### src/rtl/pwm_capture.sv
// pwm_capture
// Measures an external PWM waveform in i_clk cycles. The module reports the
// high time and the rise-to-rise period of each complete cycle, with a
// one-cycle valid strobe. If no edge arrives for 2^WIDTH-1 clocks, the module
// raises a timeout flag instead of publishing stale numbers.
//
// Ports:
//   i_clk     system clock
//   i_rst     asynchronous, active-high reset
//   i_pwm     PWM input, asynchronous to i_clk
//   o_high    high time of the last complete cycle (clocks)
//   o_period  rise-to-rise period of the last complete cycle (clocks)
//   o_valid   one-cycle strobe; o_high/o_period were updated this cycle
//   o_timeout level; no edge seen for 2^WIDTH-1 clocks, cleared by o_valid
//   o_level   synchronized input level latched when the timeout fired
//
// Parameters:
//   WIDTH        counter and output width; the counter saturates at 2^WIDTH-1
//   SYNC_STAGES  synchronizer depth, must be at least 2
module pwm_capture #(
  parameter int WIDTH       = 16,
  parameter int SYNC_STAGES = 2
) (
  input  logic             i_clk,
  input  logic             i_rst,
  input  logic             i_pwm,
  output logic [WIDTH-1:0] o_high,
  output logic [WIDTH-1:0] o_period,
  output logic             o_valid,
  output logic             o_timeout,
  output logic             o_level
);

  localparam logic [WIDTH-1:0] CNT_MAX = '1;

  typedef enum logic [1:0] {
    IDLE = 2'd0,
    HIGH = 2'd1,
    LOW  = 2'd2
  } state_t;

  logic [SYNC_STAGES-1:0] sync_reg;
  logic                   s_d_reg;
  logic                   s;
  logic                   rise;
  logic                   fall;
  logic [WIDTH-1:0]       cnt_reg;
  logic [WIDTH-1:0]       high_tmp_reg;
  state_t                 state_reg;

  // Both edges see the same synchronizer latency, so the latency cancels out
  // of every measured interval.
  assign s    = sync_reg[SYNC_STAGES-1];
  assign rise = s & ~s_d_reg;
  assign fall = ~s & s_d_reg;

  always_ff @(posedge i_clk or posedge i_rst) begin
    if (i_rst) begin
      sync_reg <= '0;
      s_d_reg  <= 1'b0;
    end else begin
      sync_reg <= {sync_reg[SYNC_STAGES-2:0], i_pwm};
      s_d_reg  <= s;
    end
  end

  // The counter loads 1 on a rise, so cnt reads k in the k-th cycle after the
  // rise is detected. That makes the captured values equal H and P exactly.
  always_ff @(posedge i_clk or posedge i_rst) begin
    if (i_rst) begin
      cnt_reg <= '0;
    end else if (rise) begin
      cnt_reg <= {{(WIDTH-1){1'b0}}, 1'b1};
    end else if (cnt_reg != CNT_MAX) begin
      cnt_reg <= cnt_reg + 1'b1;
    end
  end

  always_ff @(posedge i_clk or posedge i_rst) begin
    if (i_rst) begin
      state_reg    <= IDLE;
      high_tmp_reg <= '0;
      o_high       <= '0;
      o_period     <= '0;
      o_valid      <= 1'b0;
      o_timeout    <= 1'b0;
      o_level      <= 1'b0;
    end else begin
      o_valid <= 1'b0;
      case (state_reg)
        IDLE: begin
          // The partial cycle before the first rise is discarded.
          // The counter keeps saturating here without raising a new timeout.
          if (rise) begin
            state_reg <= HIGH;
          end
        end
        HIGH: begin
          if (fall) begin
            high_tmp_reg <= cnt_reg;
            state_reg    <= LOW;
          end else if (!rise && cnt_reg == CNT_MAX) begin
            o_timeout <= 1'b1;
            o_level   <= s;
            state_reg <= IDLE;
          end
        end
        LOW: begin
          if (rise) begin
            // This rise closes the current cycle and also opens the next one.
            o_high    <= high_tmp_reg;
            o_period  <= cnt_reg;
            o_valid   <= 1'b1;
            o_timeout <= 1'b0;
            state_reg <= HIGH;
          end else if (!fall && cnt_reg == CNT_MAX) begin
            o_timeout <= 1'b1;
            o_level   <= s;
            state_reg <= IDLE;
          end
        end
        default: state_reg <= IDLE;
      endcase
    end
  end

endmodule

### config.mk
export PLATFORM = sky130hd
export DESIGN_NAME = pwm_capture
export DESIGN_NICKNAME = d
export VERILOG_FILES = /design/src/rtl/pwm_capture.sv
export SDC_FILE = /design/constraint.sdc
export NUM_CORES = 1
export LEC_CHECK = 0
export CAP_MARGIN = 20
export CORE_MARGIN = 1
export CORE_UTILIZATION = 59
export DETAILED_ROUTE_END_ITERATION = 12
export PLACE_DENSITY = 0.95
export SYNTH_ARGS = -nofsm -noshare
export SYNTH_HDL_FRONTEND = slang
export SYNTH_SLANG_ARGS = --single-unit
### constraint.sdc
create_clock -name i_clk -period 6.4 [get_ports i_clk]
set_input_delay 0.96 -clock i_clk [delete_from_list [all_inputs] [get_ports i_clk]]
set_output_delay 0.96 -clock i_clk [all_outputs]
set_load 0.005 [all_outputs]
==> flow_summary_export.csv, run 1 <==
group,metric,value,unit
floorplan,die_area,5462,sq um
synthesis,yosys.area_share.adder,0.01066,
clocking,cts_root_buffer,"clkbuf_8",
final_layout,drive_gt1_frac,0.2153,
drt,first_pass_iters,4,
sta,worst_pin_slew,0.8739,ns
sta,skew,0.004665,ns
sta,finalCritPeriodShare,0.3466,
global_route,grt_pass1_wl,9.211,mm
clocking,cts_buffers,9,
global_route,grt_antenna_before_repair,0,
clocking,cts_num_sinks,72,
drt,wl,5.599,mm
placed_design,place_inst,324,
final_layout,insertedDiodeCount,0,
clocking,clkTransAtPathRegs,0.07,ns
sta,hold_violations,0,
worst_setup_path,cp-start-kind,"register",
worst_setup_path,path_cells,"clkdlybuf4s50_1",
worst_hold_path,min-delay-start,"sync_reg[0]",
worst_setup_path,cpPeakStageDelay,0.53,ns
drt,vias,2020,
drt,drtIter0Drc,167,
placed_design,dp_hpwl,3.582,mm
floorplan,core_area,4848,sq um
clocking,cts_buffer_depth,2,
power,total_power,0.001045,W
synthesis,ys_types,42,
worst_setup_path,crit_family,"buffers and inverters",
worst_setup_path,critPathCaptureType,"primary output",
placed_design,pre_cts_ws,4.197,ns
worst_hold_path,hold_path_class,"register to register",
sta,finalMaxSlewViolations,0,
placed_design,gp_congestion,0.8620,
synthesis,ys_async_sr_fraction,1.000,
worst_setup_path,critical_path_class,"register to primary output",
global_route,track_usage,0.2313,
synthesis,synthTopCellsByArea,"dfrtp_1 59%, mux2_2 11%, mux2_1 6.6%, a31oi_1 1.4%, and4_1 1.4%",
synthesis,synth_area,3050,sq um
global_route,grt_pass1_vias,1930,
worst_setup_path,cp.arrival,1.26,ns
clocking,cts_tree,"done",
synthesis,yosysTopAreaCell,"dfrtp_1",
sta,max_freq,450.8,MHz
worst_setup_path,crit_buf_inv,1,
final_layout,layout.cells.non_filler,341,
clocking,clkLatencyLatePin,0.34,ns
synthesis,muxShareOfSynthArea,0.1870,
synthesis,seq_area_frac_synth,0.5906,
worst_setup_path,crit_path_top_delay_cell,"clkdlybuf4s50_1",
synthesis,yosys.area_share.simple,0.1054,
power,leakagePower,1.686,nW
drt,drc,0,
sta,final.setup.worst_slack,4.182,ns
sta,slew_headroom,0.4152,
placed_design,place.port_buffers,37,
final_layout,stdcell_area,3677,sq um
global_route,grt_overflow,0,
worst_setup_path,r2r-end,"state_reg[1]",
worst_setup_path,r2r_cells,5,
floorplan,initial_core_util,0.6292,
sta,setup_tns,0,ns
synthesis,synth_edf_count,0,
synthesis,synth_warnings,0,
synthesis,synth_compound_gate_area_share,0.07383,
drt,antenna_left,0,
sta,finalSetupViolCount,0,
synthesis,avgSynthCellArea,13.38,sq um
worst_hold_path,whs_path_depth,0,
synthesis,synthCells,228,
outcome,status,"complete, no violations",
job,max_cap_viol_count,0,
clocking,cts.htree.levels,3,
floorplan,die_w,73.91,um
floorplan,fp.dieH,73.91,um
clocking,hold_buffers,0,
worst_setup_path,worstReg2RegStart,"cnt_reg[0]",
floorplan,num_rows,25,
placed_design,dpl_cell_area,3476,sq um
synthesis,synth_xor_area_frac,0.008614,
drt,post_drt_via_cell_ratio,5.924,
synthesis,ys_seq_elements,72,
drt,detail_route.wl_per_cell,16.42,um
sta,rsz0062_at_grt,"false",
synthesis,synth_top_area_frac,0.5906,
sta,fin_crit,2.218,ns
worst_hold_path,hold_end,"sync_reg[1]",
global_route,grt_max_degree,73,
power,peakVddDrop,0.0002962,V
worst_setup_path,r2r_slack,4.27,ns
clocking,post_cts_resized,0,
synthesis,synth.most_common_cell,"dfrtp_1",
synthesis,synth_top_family_by_area,"multiplexers",
floorplan,ios,38,
synthesis,synth_flop_cell,"dfrtp_1",
final_layout,final_nets,273,
worst_setup_path,required,5.44,ns
final_layout,area_growth,20.55,%
synthesis,syn_nets,232,
power,p_per_area,284.2,nW/um^2
worst_setup_path,cp_max_fo,3,
synthesis,synth_top_cells_by_count,"72 x dfrtp_1, 30 x mux2_2, 18 x mux2_1",
clocking,cts_setup_buffers,0,
cell usage in the layout, fill, tap and decap left out, types with 6 or more instances in the layout:
cell	n
a31oi_1	7
inv_1	6
nand2_1	7
mux2_1	18
clkdlybuf4s50_1	37
clkbuf_8	9
nor2_1	10
dfrtp_1	72
a21oi_1	8
mux2_2	30
report_power, final:
group	internal [W]	leakage, nW	switching (W)
registers	0.000508	0.976	0.0000474
logic	0.0000924	0.611	0.0000605
clock network	0.000176	0.0985	0.000161
total	0.000776	1.69	0.000269
layout make-up:
| type | count | area [sq um] |
|---|---|---|
| clock buffers | 9 | 123.9 |
| clock inverters | 7 | 62.56 |
| fillers | 331 | 1171 |
| inverters | 7 | 26.28 |
| multi-input cells | 139 | 1179 |
| flip-flops and latches | 72 | 1802 |
| well taps | 67 | 83.83 |
| repair buffers | 40 | 400.4 |
worst max path at each step:
stage               from          end  slack [ns]  depth (start not counted)
3_3_place_gp       i_rst    o_high[9]        4.24                          3
6_report         o_level      o_level        4.18                          1
4_1_cts          o_level      o_level        4.19                          1
3_5_place_dp       i_rst  sync_reg[1]        4.20                          3
5_1_grt        o_timeout    o_timeout        4.15                          1
2_1_floorplan      i_rst   cnt_reg[0]        3.62                          1
routing by layer:
| layer | wire, um | track usage | up-vias | share of wire |
|---|---|---|---|---|
| li1 | - | - | 924 | - |
| met5 | 0 | 0 | - | 0 |
| met4 | 96 | 0.09402 | 0 | 0.017 |
| met1 | 2361 | 0.3002 | 1019 | 0.42 |
| met2 | 2832 | 0.3687 | 68 | 0.51 |
| met3 | 308 | 0.06447 | 9 | 0.055 |
metrics by stage:
step	util	hold WS [ns]
2_1_floorplan	-	0.3312
3_3_place_gp	0.7169	0.3352
3_5_place_dp	0.7169	0.3483
4_1_cts	0.7554	0.3671
5_1_grt	0.7585	0.3668
6_report	0.7585	0.3611
cells by family (layout without fill, tap and decap cells):
group | after synthesis | count (layout)
DFF | 72 | 72
muxes | 51 | 51
and+or+nand+nor | 49 | 49
AOI/OAI and AO/OA | 33 | 33
buffers and inverters | 17 | 63
adders and majority gates | 3 | 3
xor gates and xnor gates | 3 | 3
(Power assumes the default switching activity.)
==> run 2, diff against run 1 <==
CORE_UTILIZATION = 55   (was 59)
PLACE_DENSITY = 0.9   (was 0.95)
clock period = 2.3 ns   (was 6.4 ns; I/O delays follow)
==> flow_summary_export.csv, run 2 (synthesized netlist as in run 1, its figures left out) <==
group,metric,value,unit
outcome,status,"complete, no violations",
sta,setup_tns,0,ns
drt,vias,2024,
sta,max_freq,511.7,MHz
drt,drtIter0Drc,117,
sta,fin_crit,1.954,ns
final_layout,multi_input_area,1179,sq um
final_layout,n_fill_cell,377,
global_route,grt_antenna_before_repair,0,
sta,worst_pin_slew,0.6137,ns
drt,drc,0,
floorplan,die_w,76.48,um
clocking,cts.htree.levels,3,
global_route,grt_max_degree,34,
floorplan,ios,38,
placed_design,place.port_buffers,37,
final_layout,drive_gt1_frac,0.2286,
final_layout,utilization,0.7203,
final_layout,area_growth,23.67,%
sta,hold_violations,0,
floorplan,fp.dieH,76.48,um
clocking,cts_num_sinks,72,
sta,finalSetupViolCount,0,
sta,slew_headroom,0.5894,
clocking,cts_buffers,9,
final_layout,seqCellArea,1802,sq um
worst_setup_path,critical_path_class,"register to register",
clocking,hold_buffers,0,
drt,antenna_left,0,
placed_design,dp_hpwl,4.071,mm
sta,finalCritPeriodShare,0.8496,
worst_setup_path,cp.arrival,2.18,ns
sta,rsz0062_at_grt,"false",
final_layout,mostFrequentLayoutCells,"72 x dfrtp_1, 37 x clkdlybuf4s50_1, 30 x mux2_2, 18 x mux2_1, 11 x clkbuf_8",
placed_design,gp_congestion,0.9165,
drt,wl,5.780,mm
global_route,grt_pass1_wl,10.16,mm
clocking,cts_root_buffer,"clkbuf_8",
clocking,clkTransAtPathRegs,0.07,ns
global_route,grt_overflow,0,
sta,finalMaxSlewViolations,0,
power,leakagePower,1.736,nW
clocking,cts_buffer_depth,2,
worst_setup_path,required,2.53,ns
sta,skew,0.007889,ns
drt,first_pass_iters,4,
floorplan,num_rows,26,
worst_setup_path,critPathCaptureType,"register",
worst_setup_path,cp-start-kind,"register",
final_layout,final_nets,280,
floorplan,core_area,5238,sq um
global_route,track_usage,0.2235,
power,p_per_area,821.5,nW/um^2
clocking,cts_setup_buffers,0,
power,peakVddDrop,0.0007031,V
clocking,post_cts_resized,0,
drt,post_drt_via_cell_ratio,5.783,
clocking,clkLatencyLatePin,0.34,ns
job,max_cap_viol_count,0,
worst_setup_path,cp_max_fo,7,
floorplan,initial_core_util,0.5824,
clocking,cts_tree,"done",
global_route,grt_pass1_vias,2065,
drt,detail_route.wl_per_cell,16.51,um
worst_hold_path,hold_path_class,"input port to async pin",
final_layout,insertedDiodeCount,0,
final_layout,final_common_cell,"dfrtp_1",
floorplan,die_area,5848,sq um
## run 2: final timing paths
check / cells after the start / to / startpoint / slack (ns)
worst max-delay path: 5 / state_reg[1] / cnt_reg[0] / 0.35
worst min-delay path: 2 / o_period[3] / i_rst / 0.33
worst max register to register: 5 / state_reg[1] / cnt_reg[0] / 0.35
worst min register to register: 0 / sync_reg[1] / sync_reg[0] / 0.35
max in group asynchronous: 3 / o_period[8] / i_rst / 1.45
min in group i_clk: 0 / sync_reg[1] / sync_reg[0] / 0.35
## run 2: layout make-up
cell class,instances,share of cell area
Clock buffer,12,0.04113
Clock inverter,3,0.01725
Sequential cell,72,0.4776
Inverter,7,0.006965
Multi-Input combinational cell,139,0.3124
Timing Repair Buffer,47,0.1214
Tap cell,70,0.02322
## run 2: through the flow
step | hold slack, ns | std cells | instance area [sq um] | total power, W | worst slack [ns]
after floorplan | 0.3312 | 228 | 3050 | 0.001788 | 0.1301
after global placement | 0.3324 | 335 | 3552 | 0.001990 | 0.5117
after detailed placement | 0.3364 | 335 | 3552 | 0.002023 | 0.4074
after CTS | 0.3283 | 350 | 3772 | 0.003130 | 0.3893
after global routing | 0.3599 | 350 | 3772 | 0.003238 | 0.2014
final | 0.3270 | 350 | 3772 | 0.003099 | 0.3458
## run 2: critical path: stages, from the launching register on
cell      delay [ns]
dfrtp_1         0.48
ha_1            0.30
nand3_1         0.19
nor4_4          0.55
maj3_1          0.27
o21bai_1        0.06
## run 2: metal layers
metal	wire, um	GRT usage	up-vias
met2	2782	0.3477	61
met5	0	0	-
li1	-	-	936
met1	2572	0.2943	1012
met4	127	0.1000	0
met3	297	0.05988	15
## run 2: power by group
group	switching, W	total, W	internal (W)
logic	0.000175	0.000441	0.000266
clock network	0.000439	0.00110	0.000663
registers	0.000144	0.00156	0.00141
